==> src/rtl/ro_pkg.sv <==
// Shared types and defaults for the ring-oscillator frequency meter.
package ro_pkg;

  typedef enum logic [1:0] {IDLE, MEASURE, REPORT} state_t;

  localparam int DEF_WIDTH       = 16;
  localparam int DEF_GATE_W      = 16;
  localparam int DEF_SYNC_STAGES = 2;

  // All-ones value for a w-bit saturating counter (w < 64).
  function automatic logic [63:0] sat_max(input int w);
    return (64'd1 << w) - 64'd1;
  endfunction

endpackage

==> src/rtl/ro_freq_meter_if.sv <==
// Control/result bus of ro_freq_meter: start request in, valid/ready result out.
interface ro_freq_meter_if #(
  parameter int WIDTH  = 16,
  parameter int GATE_W = 16
);
  logic              start;
  logic [GATE_W-1:0] gate_cycles;
  logic              busy;
  logic [WIDTH-1:0]  result;
  logic              overflow;
  logic              result_valid;
  logic              result_ready;

  modport master (output start, gate_cycles, result_ready,
                  input  busy, result, overflow, result_valid);
  modport slave  (input  start, gate_cycles, result_ready,
                  output busy, result, overflow, result_valid);
endinterface

==> src/rtl/ro_edge_sync.sv <==
// Synchronizes the raw ring-oscillator signal into clk and emits a
// one-cycle pulse per rising edge.
module ro_edge_sync #(
  parameter int SYNC_STAGES = 2
) (
  input  logic clk,
  input  logic rst_n,
  input  logic ro_in,
  output logic edge_p
);
  logic [SYNC_STAGES-1:0] sync_q;
  logic                   ro_s, ro_d;

  assign ro_s   = sync_q[SYNC_STAGES-1];
  assign edge_p = ro_s & ~ro_d;

  always_ff @(posedge clk or negedge rst_n) begin
    if (!rst_n) begin
      sync_q <= '0;
      ro_d   <= 1'b0;
    end else begin
      sync_q <= {sync_q[SYNC_STAGES-2:0], ro_in};
      ro_d   <= ro_s;
    end
  end
endmodule

==> src/rtl/ro_freq_meter.sv <==
// Counts ring-oscillator rising edges over a gate window of clk cycles and
// reports the count on a valid/ready bus. Option: RO_METER_CONTINUOUS_EN.
module ro_freq_meter
  import ro_pkg::*;
#(
  parameter int WIDTH       = DEF_WIDTH,
  parameter int GATE_W      = DEF_GATE_W,
  parameter int SYNC_STAGES = DEF_SYNC_STAGES
) (
  input  logic            clk,
  input  logic            rst_n,
  input  logic            ro_in,
  ro_freq_meter_if.slave  bus
);
  localparam logic [WIDTH-1:0] CNT_MAX = WIDTH'(sat_max(WIDTH));

  state_t            state, state_nxt;
  logic [GATE_W-1:0] gate_cnt;
  logic [WIDTH-1:0]  edge_cnt, cnt_nxt;
  logic              ovf_int, ovf_nxt;
  logic              edge_p, start_ok, hs, last, sat, reload;

  ro_edge_sync #(.SYNC_STAGES(SYNC_STAGES)) u_sync (
    .clk    (clk),
    .rst_n  (rst_n),
    .ro_in  (ro_in),
    .edge_p (edge_p)
  );

  assign start_ok = bus.start && (bus.gate_cycles != '0);
  assign hs       = bus.result_valid && bus.result_ready;
  assign last     = (gate_cnt == GATE_W'(1));
  assign sat      = (edge_cnt == CNT_MAX);
  assign cnt_nxt  = (edge_p && !sat) ? edge_cnt + WIDTH'(1) : edge_cnt;
  assign ovf_nxt  = ovf_int | (edge_p & sat);

  always_comb begin
    state_nxt = state;
    reload    = 1'b0;
    case (state)
      IDLE:    if (start_ok) begin state_nxt = MEASURE; reload = 1'b1; end
      MEASURE: if (last) state_nxt = REPORT;
      REPORT:  if (hs) begin
`ifdef RO_METER_CONTINUOUS_EN
        if (bus.gate_cycles != '0) begin
          state_nxt = MEASURE;
          reload    = 1'b1;
        end else begin
          state_nxt = IDLE;
        end
`else
        state_nxt = IDLE;
`endif
      end
      default: state_nxt = IDLE;
    endcase
  end

  always_ff @(posedge clk or negedge rst_n) begin
    if (!rst_n) begin
      state    <= IDLE;
      bus.busy <= 1'b0;
    end else begin
      state    <= state_nxt;
      bus.busy <= (state_nxt != IDLE);
    end
  end

  // The final cycle's edge is folded straight into the reported count.
  always_ff @(posedge clk or negedge rst_n) begin
    if (!rst_n) begin
      gate_cnt         <= '0;
      edge_cnt         <= '0;
      ovf_int          <= 1'b0;
      bus.result       <= '0;
      bus.overflow     <= 1'b0;
      bus.result_valid <= 1'b0;
    end else begin
      if (reload) begin
        gate_cnt <= bus.gate_cycles;
        edge_cnt <= '0;
        ovf_int  <= 1'b0;
      end else if (state == MEASURE) begin
        gate_cnt <= gate_cnt - GATE_W'(1);
        edge_cnt <= cnt_nxt;
        ovf_int  <= ovf_nxt;
        if (last) begin
          bus.result       <= cnt_nxt;
          bus.overflow     <= ovf_nxt;
          bus.result_valid <= 1'b1;
        end
      end
      if (state == REPORT && hs) bus.result_valid <= 1'b0;
    end
  end
endmodule
==> src/flat_wrapper.sv <==
// flat-port wrapper written by rule: the top's interface ports become plain ports
module ro_freq_meter_flat import ro_pkg::*;
#(
  parameter int WIDTH       = DEF_WIDTH,
  parameter int GATE_W      = DEF_GATE_W,
  parameter int SYNC_STAGES = DEF_SYNC_STAGES
)
  (clk, rst_n, ro_in, bus_start, bus_gate_cycles, bus_result_ready, bus_busy, bus_result, bus_overflow, bus_result_valid);
  ro_freq_meter_if #(.WIDTH(WIDTH), .GATE_W(GATE_W)) bus_i ();
  input  logic clk;
  input  logic rst_n;
  input  logic ro_in;
  input wire logic [$bits(bus_i.start)-1:0] bus_start;
  input wire logic [$bits(bus_i.gate_cycles)-1:0] bus_gate_cycles;
  input wire logic [$bits(bus_i.result_ready)-1:0] bus_result_ready;
  output wire logic [$bits(bus_i.busy)-1:0] bus_busy;
  output wire logic [$bits(bus_i.result)-1:0] bus_result;
  output wire logic [$bits(bus_i.overflow)-1:0] bus_overflow;
  output wire logic [$bits(bus_i.result_valid)-1:0] bus_result_valid;
  assign bus_i.start = bus_start;
  assign bus_i.gate_cycles = bus_gate_cycles;
  assign bus_i.result_ready = bus_result_ready;
  assign bus_busy = bus_i.busy;
  assign bus_result = bus_i.result;
  assign bus_overflow = bus_i.overflow;
  assign bus_result_valid = bus_i.result_valid;
  ro_freq_meter #(.WIDTH(WIDTH), .GATE_W(GATE_W), .SYNC_STAGES(SYNC_STAGES)) u_core (.clk(clk), .rst_n(rst_n), .ro_in(ro_in), .bus(bus_i));
endmodule
==> config.mk <==
export PLATFORM = sky130hd
export DESIGN_NAME = ro_freq_meter_flat
export DESIGN_NICKNAME = d
export VERILOG_FILES = /design/src/rtl/ro_pkg.sv /design/src/rtl/ro_freq_meter_if.sv /design/src/rtl/ro_edge_sync.sv /design/src/rtl/ro_freq_meter.sv /design/src/flat_wrapper.sv
export SDC_FILE = /design/constraint.sdc
export NUM_CORES = 1
export LEC_CHECK = 0
export BUFFER_PORTS_ARGS = -buffer_cell sky130_fd_sc_hd__buf_2
export CORE_ASPECT_RATIO = 1.25
export CORE_MARGIN = 2
export CORE_UTILIZATION = 54
export CTS_BUF_LIST = sky130_fd_sc_hd__clkbuf_8
export DETAILED_ROUTE_END_ITERATION = 7
export GPL_TIMING_DRIVEN = 0
export PLACE_DENSITY = 0.86
export SYNTH_ARGS = -nofsm -noshare
export SYNTH_HDL_FRONTEND = slang
export SYNTH_HIERARCHICAL = 1
export SYNTH_SLANG_ARGS = --single-unit
==> constraint.sdc <==
create_clock -name clk -period 3.54 [get_ports clk]
set_input_delay 0.354 -clock clk [delete_from_list [all_inputs] [get_ports clk]]
set_output_delay 0.354 -clock clk [all_outputs]
set_load 0.005 [all_outputs]
==> metrics, run 1 <==
outcome completed; largest net degree at the start of global routing 58; final core occ between 60% and 70%; critical-path maximum fanout 10; end point of the critical path u_core/bus.result[15]; vias after detailed routing 2844; Critical Path End Type flop; sequential share of the synthesized area between 40% and 50%; DP Wirelength between 5000 and 6000 microns; Fin Setup TNS 0 ns; Post-Syn Area approximately 0.003 sq mm; final hold violations 0; min Tclk post-route around 2.2 ns; Critical Path RT around 3.8 ns; period utilisation layout about three fifths; DR iter-0 viols roughly 270; Cell Pwr Density about 600 mW/mm^2; Data arrival, critical path 2.37 ns; FILL cells roughly 470; post-synth cell types 54; maximum vdd drop just under 0.5 mV; CP max-delay cell nor3_1; area share of the largest cell type after synthesis 46.8%; critical-path cell list nor3_1 -> and3_1 -> nand4_2 -> clkbuf_1 -> nand2_1 -> o21ai_0; register area 0.00143 sq mm; post-synthesis average cell area between 9 and 10 sq um; cells after synthesis 333; buffers from clock root to sink, at most 2; Final nets roughly 400; Residual DRC 0; DR pass1 iterations 5; GRT Total Usage ~27%; hold_buf cts 0; total global routing overflow 0; reg2reg end u_core/bus.result[15]; syn_nets about 360; TritonCTS Buffers 9; vias in the first global route about 2.8k; GRT met2 Usage 47.2%; yosys warns 6; Clk Latency, worst-skew pair roughly 0.35 ns; FF-to-FF setup slack ~1.4 ns; Root Driver clkbuf_8; total setup buffers inserted after CTS 0; Synth area leader dfrtp_1; Hold Path Class primary input to async pin; crit-path max cell delay 0.46 ns; core area ~0.0054 sq mm; post-CTS sizing 0; Area growth, synth to finish 16.4%; global placer's final weighted congestion 0.927; IO Count 40; CTS sink count 57; MaxCap Viol Count 0; CTS H-tree lvls 3; Synth area leaders dfrtp_1 (47%), nand2_1 (5.9%), o21ai_0 (5.6%); layout cells sized above 1 a little over 20%; met1 Use GR slightly above 30%; drt total wl approximately 7700 microns; Setup CP Type flop to flop; EDFF count, synth 0; RSZ-0062 raised after global routing no; Max Slew Vio Count 0; CP startpoint kind flop; Wirelength per Cell 17.0 microns; reg2reg path depth 6; Worst Tran Pin Value roughly 0.72 ns; grt peak-use layer met2; TritonCTS clock tree yes; initial antenna violation count 0; initial core utilization between 50% and 60%; Critical Path Source u_core/gate_cnt[11]; die area about 0.0063 sq mm; Leakage about 1.6 nW; Die Y roughly 88 microns; first-pass GRT wire length ~13000 microns; clk_skew approximately 0.0076 ns; # setup viols final 0; Final ANT Viol Nets 0; Die Width approximately 71 microns; Main synth FF type dfrtp_1; Synth Register Bits 57; clk slew on worst S/H paths about 0.070 ns; Slew Limit Headroom 52.1%; GR met3 Demand/Resource roughly 7.0%; worst reg2reg startpoint u_core/gate_cnt[11]; area of the multi-input gates ~0.0015 sq mm; port bufs 39; Diodes inserted 0; row cnt 30; FMAX 463 MHz; share of flip-flops with an asynchronous set or reset between 90% and 100%; Via-to-Cell Ratio about 6.3
metal layers:
metal / wire [microns] / up-vias
met3: 485 / 21
met1: 3080 / 1394
li1: - / 1331
met5: 0 / -
met2: 3910 / 98
met4: 212 / 0
synth_stat cells (5+ instances only):
cell	number
nor2_1	20
xor2_1	5
nand4_1	11
inv_1	8
clkbuf_1	9
nor4_1	8
nor3_1	10
a21oi_1	14
dfrtp_1	57
buf_2	10
nand3_1	15
nand2_1	48
o21ai_0	34
a21o_1	5
o211ai_1	5
worst min-delay path by stage:
stage,from,end,slack [ns],depth (start not counted)
3_3_place_gp,u_core/u_sync/sync_q[0],u_core/u_sync/sync_q[1],0.33,0
5_1_grt,rst_n,u_core/edge_cnt[0],0.11,1
2_1_floorplan,rst_n,u_core/bus.busy,0.06,0
3_5_place_dp,u_core/u_sync/sync_q[0],u_core/u_sync/sync_q[1],0.36,0
6_report,rst_n,u_core/bus.result[5],0.06,1
4_1_cts,ro_in,u_core/u_sync/sync_q[0],0.12,1
critical path: cells and delay by family, from the launching register on:
kind / cells / cell delay (ns)
flops: 1 / 0.42
simple gates: 4 / 1.16
compound gates: 1 / 0.09
buf+inv: 1 / 0.36
stage by stage:
stage / setup WS [ns] / instances / total power [W] / hold WS, ns / instance area, sq um
finish: 1.38 / 452 / 0.00212 / 0.0647 / 3540
global route: 1.20 / 452 / 0.00224 / 0.113 / 3540
CTS: 1.39 / 452 / 0.00212 / 0.115 / 3540
detailed placement: 1.39 / 436 / 0.00143 / 0.361 / 3320
global placement: 1.43 / 436 / 0.00139 / 0.333 / 3320
floorplan: 1.68 / 333 / 0.00127 / 0.0584 / 3050
power breakdown:
| group | switching [W] | internal, W |
|---|---|---|
| clock | 0.000272 | 0.000411 |
| combinational | 0.000311 | 0.000212 |
| sequential | 0.000134 | 0.000780 |
kinds of logic after synthesis:
family,count (synthesis),share of synthesized area (%)
simple gates,142,25.1
compound gates,87,17.8
flops,57,46.8
buf+inv,28,3.99
xor+xnor,9,2.59
mux,7,2.42
fa+ha+maj,3,1.23
sequential cells by signal, indices dropped and copies added (netlist names):
register	cells
u_core/bus.result	16
u_core/ovf_int	1
u_core/bus.overflow	1
u_core/gate_cnt	16
u_core/u_sync/sync_q	2
u_core/u_sync/ro_d	1
u_core/bus.result_valid	1
u_core/edge_cnt	16
u_core/state	2
u_core/bus.busy	1
layout make-up:
class	instances	share of cell area, %
Buffer	20	2.58
Multi-Input combinational cell	248	42.3
Sequential cell	57	40.3
Timing Repair Buffer	39	5.58
Clock inverter	6	2.33
Tap cell	64	2.26
Inverter	8	0.847
Clock buffer	10	3.88
cell usage in the layout (no fill, tap or decap), drive strengths merged, types with 5 or more instances in the layout:
master / n
a21o: 5
a21oi: 14
buf: 50
clkbuf: 19
dfrtp: 57
inv: 9
nand2: 48
nand3: 17
nand4: 14
nor2: 20
nor3: 10
nor4: 9
o211ai: 5
o21ai: 37
xor2: 5
No activity file was read; power rests on OpenSTA's default activity.
==> run 2: changes to the inputs <==
==> constraint.sdc (replaced) <==
create_clock -name clk -period 2.2 [get_ports clk]
set_input_delay 0.22 -clock clk [delete_from_list [all_inputs] [get_ports clk]]
set_output_delay 0.22 -clock clk [all_outputs]
set_load 0.005 [all_outputs]
==> metrics, run 2 (synthesis gave the netlist of run 1 again) <==
outcome completed; port bufs 39 (unchanged); Residual DRC 0 (unchanged); Placed Cells 436 (unchanged); Fin Setup TNS 0 ns (unchanged); Critical Path Source u_core/gate_cnt[11]; Max Slew Vio Count 0 (unchanged); GRT Total Usage 26.8% (unchanged); TritonCTS clock tree yes; largest net degree at the start of global routing 58 (unchanged); Critical Path RT 2.40 ns (-1.35 ns); TritonCTS Buffers 9 (unchanged); MaxCap Viol Count 0 (unchanged); CTS sink count 57 (unchanged); Slew Limit Headroom 51.8% (-0.25 points); Die Width 71.2 microns (unchanged); vias after detailed routing 2861 (+0.60%); core area 0.00544 sq mm (unchanged); layout cells sized above 1 21.8% (+1.4 points); Wirelength per Cell 17.0 microns (about the same); IO Count 40 (unchanged); Setup CP Type flop to flop; DP Wirelength 5370 microns (unchanged); total global routing overflow 0 (unchanged); final hold violations 0 (unchanged); critical-path maximum fanout 10 (unchanged); Final Cell Area 0.00358 sq mm (+1.2%); min-delay src bus_gate_cycles[7]; FILL cells 459 (-1.7%); initial antenna violation count 0 (unchanged); CTS H-tree lvls 3 (unchanged); Hold Path Class primary input to flop; drt total wl 7730 microns (+0.52%); global placer's final weighted congestion 0.927 (unchanged); Area growth, synth to finish 17.7%; DR iter-0 viols 224 (-18%); hold_ws 0.105 ns (+0.0402 ns); Critical Path End Type flop; Final ANT Viol Nets 0 (unchanged); Via-to-Cell Ratio 6.30 (+0.15%); buffers from clock root to sink, at most 2 (unchanged); min Tclk post-route 2.12 ns (-0.0416 ns); Post-DP Area 0.00332 sq mm (unchanged); Root Driver clkbuf_8; first-pass GRT wire length 12900 microns (unchanged); vias in the first global route 2776 (-0.14%); Clk Latency, worst-skew pair 0.34 ns (about the same); Die Y 88.0 microns (unchanged); Cell Pwr Density 957 mW/mm^2 (+60%); CP startpoint kind flop; Final nets 409 (+0.49%); FMAX 472 MHz (+2.0%); maximum vdd drop 0.805 mV (+63%); period utilisation layout 96.2% (+35 points); # setup viols final 0 (unchanged); Diodes inserted 0 (unchanged); Top Registers u_core/bus.result (16), u_core/edge_cnt (16), u_core/gate_cnt (16); initial core utilization 56.0% (unchanged); Leakage 1.62 nW (-0.22%); Worst Tran Pin Value 0.722 ns (+0.00375 ns); final cell count without fillers 454 (+0.44%); most frequent cells in the layout dfrtp_1 (55), buf_2 (48), nand2_1 (48), o21ai_0 (34), nor2_1 (19); commonest non-fill, non-tap cell in the layout dfrtp_1; DR pass1 iterations 5 (unchanged); clk_skew 0.00635 ns (-0.00123 ns); die area 0.00626 sq mm (unchanged); clk slew on worst S/H paths 0.07 ns (about the same); Data arrival, critical path 2.32 ns (-0.05 ns); worst reg2reg startpoint u_core/gate_cnt[11]; row cnt 30 (unchanged)
run 2: changes by cell type in the layout (fill, tap and decap cells not counted), sizes merged:
cell         previous run  this run
dlygate4sd3             0         2
run 2: cell type report:
class                   instances  area, sq um  area share, %
multi-input cells             248         1510           42.2
flip-flops and latches         57         1430           39.9
repair buffers                 41          218           6.07
clock buffers                  10          138           3.84
plain buffers                  20         93.8           2.62
clock inverters                 6         82.6           2.30
well taps                      64         80.1           2.23
inverters                       8         30.0          0.838
run 2: worst max-delay path, cell delays in order, from the launching register on:
cell	delay [ns]
dfrtp_1	0.42
nor3_1	0.49
and3_1	0.32
nand4_4	0.21
clkbuf_1	0.31
nand2_1	0.12
o21ai_0	0.09
run 2: report_power, final:
| part | switching (W) | total (W) | internal [W] |
|---|---|---|---|
| logic | 0.000516 | 0.000862 | 0.000346 |
| registers | 0.000213 | 0.00147 | 0.00126 |
| clock network | 0.000435 | 0.00110 | 0.000662 |
run 2: worst paths after layout:
check	to	slack (ns)	cells after the start
min in group asynchronous	u_core/bus.result[5]	0.47	2
worst min-delay path	u_core/gate_cnt[7]	0.10	3
worst max register to register	u_core/bus.result[7]	0.08	6
worst max-delay path	u_core/bus.result[7]	0.08	6
max in group asynchronous	u_core/edge_cnt[1]	1.21	2
worst min register to register	u_core/u_sync/ro_d	0.39	0
run 2: per-stage QoR:
| step | utilization (%) | setup slack (ns) | total power, W |
|---|---|---|---|
| 2_1_floorplan | - | 0.342 | 0.00204 |
| 3_3_place_gp | 61.0 | 0.0890 | 0.00224 |
| 5_1_grt | 65.9 | -0.0278 | 0.00363 |
| 6_report | 65.9 | 0.0827 | 0.00343 |
| 3_5_place_dp | 61.0 | 0.0545 | 0.00231 |
| 4_1_cts | 65.2 | 0.0516 | 0.00341 |
run 2: timing repair:
| action | in CTS | in global routing |
|---|---|---|
| setup endpoints to repair | 0 | 25 |
| hold buffers | 1 | 1 |
| resized for setup | 0 | 9 |
| hold endpoints to repair | 1 | 48 |
| buffers inserted | 0 | 0 |
run 2: routing by layer:
metal	part of all wire [%]	vias up	track usage, %
li1	-	1334	-
met1	39	1370	30.6
met2	51	133	47.6
met3	6.8	24	6.90
met4	2.7	0	11.5
met5	0	-	0
==> run 3: changes to the inputs <==
--- a/config.mk
+++ b/config.mk
@@ -6,7 +6,6 @@
 export NUM_CORES = 1
 export LEC_CHECK = 0
 export BUFFER_PORTS_ARGS = -buffer_cell sky130_fd_sc_hd__buf_2
-export CORE_ASPECT_RATIO = 1.25
 export CORE_MARGIN = 2
 export CORE_UTILIZATION = 54
 export CTS_BUF_LIST = sky130_fd_sc_hd__clkbuf_8
==> metrics, run 3 (synthesis gave the netlist of run 1 again) <==
Tot Pwr 0.00352 W (+2.5%); Die Y 79.1 microns (-10%); MaxCap Viol Count 0 (unchanged); layout cells sized above 1 22.1% (+0.26 points); TritonCTS clock tree yes; Hold Path Class primary input to flop; Area growth, synth to finish 19.1%; min Tclk post-route 2.02 ns (-0.0954 ns); crit-path max cell delay 0.43 ns (-0.06 ns); Leakage 1.63 nW (+0.63%); clk slew on worst S/H paths 0.07 ns (about the same); Data arrival, critical path 2.29 ns (-0.03 ns); Fin Setup TNS 0 ns (unchanged); Critical Path Source u_core/edge_cnt[0]; vias in the first global route 2605 (-6.2%); Bufs and invs on worst path 2 (+1); row cnt 27 (-10%); Root Driver clkbuf_8; DR pass1 iterations 5 (unchanged); CTS H-tree lvls 3 (unchanged); Critical Path End Type flop; initial core utilization 55.6% (-0.31 points); first-pass GRT wire length 12400 microns (-4.1%); Crit path depth 8 (+2); largest net degree at the start of global routing 58 (unchanged); Cell Pwr Density 970 mW/mm^2 (+1.3%); Worst Hold Depth 3 (unchanged); Die Width 79.1 microns (+11%); worst reg2reg startpoint u_core/edge_cnt[0]; period utilisation layout 91.9% (-4.3 points); Slew Limit Headroom 52.1% (+0.25 points); Residual DRC 0 (unchanged); maximum vdd drop 0.565 mV (-30%); reg2reg path depth 8 (+2); buffers from clock root to sink, at most 2 (unchanged); DP Wirelength 5130 microns (-4.5%); vias after detailed routing 2819 (-1.5%); Final ANT Viol Nets 0 (unchanged); FF-to-FF setup slack 0.18 ns (+0.10 ns); CP startpoint kind flop; TritonCTS Buffers 9 (unchanged); most frequent cells in the layout dfrtp_1 (55), buf_2 (49), nand2_1 (48), o21ai_0 (34), nor2_1 (20); IO Count 40 (unchanged); drt total wl 7620 microns (-1.4%); CP max-delay cell dfrtp_2; total global routing overflow 0 (unchanged); port bufs 39 (unchanged); Max Slew Vio Count 0 (unchanged); commonest non-fill, non-tap cell in the layout dfrtp_1; Critical Path RT 2.46 ns (+0.06 ns); Setup CP Type flop to flop; global placer's final weighted congestion 0.895 (-3.5%); CTS sink count 57 (unchanged); clk_skew 0.00453 ns (-0.00182 ns); GRT Total Usage 26.2% (-0.69 points); critical-path cell list ha_1 -> buf_2 -> nand3_4 -> or3_1 -> buf_2 -> o211ai_1 -> o21ai_0 -> o21ai_0; end point of the critical path u_core/bus.result[6]; critical-path maximum fanout 10 (unchanged); Top Registers u_core/bus.result (16), u_core/edge_cnt (16), u_core/gate_cnt (16); final hold violations 0 (unchanged); cell family with most CP delay simple AND/OR/NAND/NOR gates; # setup viols final 0 (unchanged); DR iter-0 viols 361 (+61%); reg2reg end u_core/bus.result[6]; Via-to-Cell Ratio 6.10 (-3.2%); Clk Latency, worst-skew pair 0.34 ns (about the same); total setup buffers inserted after CTS 0 (unchanged); initial antenna violation count 0 (unchanged); final core occ 66.3% (+0.39 points); Diodes inserted 0 (unchanged); Wirelength per Cell 16.5 microns (-3.1%); FMAX 495 MHz (+4.7%); die area 0.00626 sq mm (about the same); Final nets 409 (unchanged); RSZ-0062 raised after global routing no; outcome completed; Worst Tran Pin Value 0.712 ns (-0.0103 ns); core area 0.00547 sq mm (+0.55%)
-- run 3: cell count changes in the layout (fill, tap and decap cells not counted), sizes merged --
cell,delta
clkinv,-2
buf,+1
bufinv,+1
clkbuf,-1
clkinvlp,+1
-- run 3: area by class of cell --
| type | count | area (sq um) |
|---|---|---|
| buffer | 20 | 96.3 |
| clock buffer | 10 | 138 |
| clock inverter | 6 | 106 |
| fill | 473 | 1850 |
| inverter | 8 | 30.0 |
| multi-input combinational | 248 | 1520 |
| sequential | 57 | 1430 |
| tap | 72 | 90.1 |
| timing repair buffer | 41 | 218 |
-- run 3: tightest hold or removal path: stages --
cell and delay, ns:
buf_2 0.09, nand2_1 0.04, o21ai_0 0.06
-- run 3: stage by stage --
step	setup WS (ns)	instances	hold slack [ns]	instance area, sq um
after global routing	0.0164	462	0.0941	3630
final	0.178	462	0.106	3630
after global placement	0.0996	444	0.328	3330
after CTS	0.0415	461	0.0906	3580
after floorplan	0.342	333	-0.0756	3050
after detailed placement	0.0567	444	0.344	3330
-- run 3: per-layer routing --
layer  track usage, %  routed length, microns
met5                0                       0
met3             6.70                     465
met1             33.1                    3280
met2             43.0                    3740
met4             10.3                     134
-- run 3: worst min path at each step --
stage | start | end | slack [ns]
final | bus_gate_cycles[4] | u_core/gate_cnt[4] | 0.11
after global routing | bus_gate_cycles[9] | u_core/gate_cnt[9] | 0.09
after CTS | bus_gate_cycles[4] | u_core/gate_cnt[4] | 0.09
after detailed placement | ro_in | u_core/u_sync/sync_q[0] | 0.34
after global placement | ro_in | u_core/u_sync/sync_q[0] | 0.33
after floorplan | rst_n | u_core/bus.busy | -0.08
-- run 3: power by group --
part	total, W	switching [W]	internal, W	leakage [nW]
combinational	0.000836	0.000492	0.000344	0.765
clock	0.00120	0.000428	0.000777	0.124
sequential	0.00148	0.000217	0.00126	0.739
-- run 3: what timing repair did --
item / CTS / global route
endpoints found under the hold margin: 1 / 57
endpoints found under the setup margin: 0 / 27
hold buffers: 1 / 1
gates resized for setup: 0 / 14
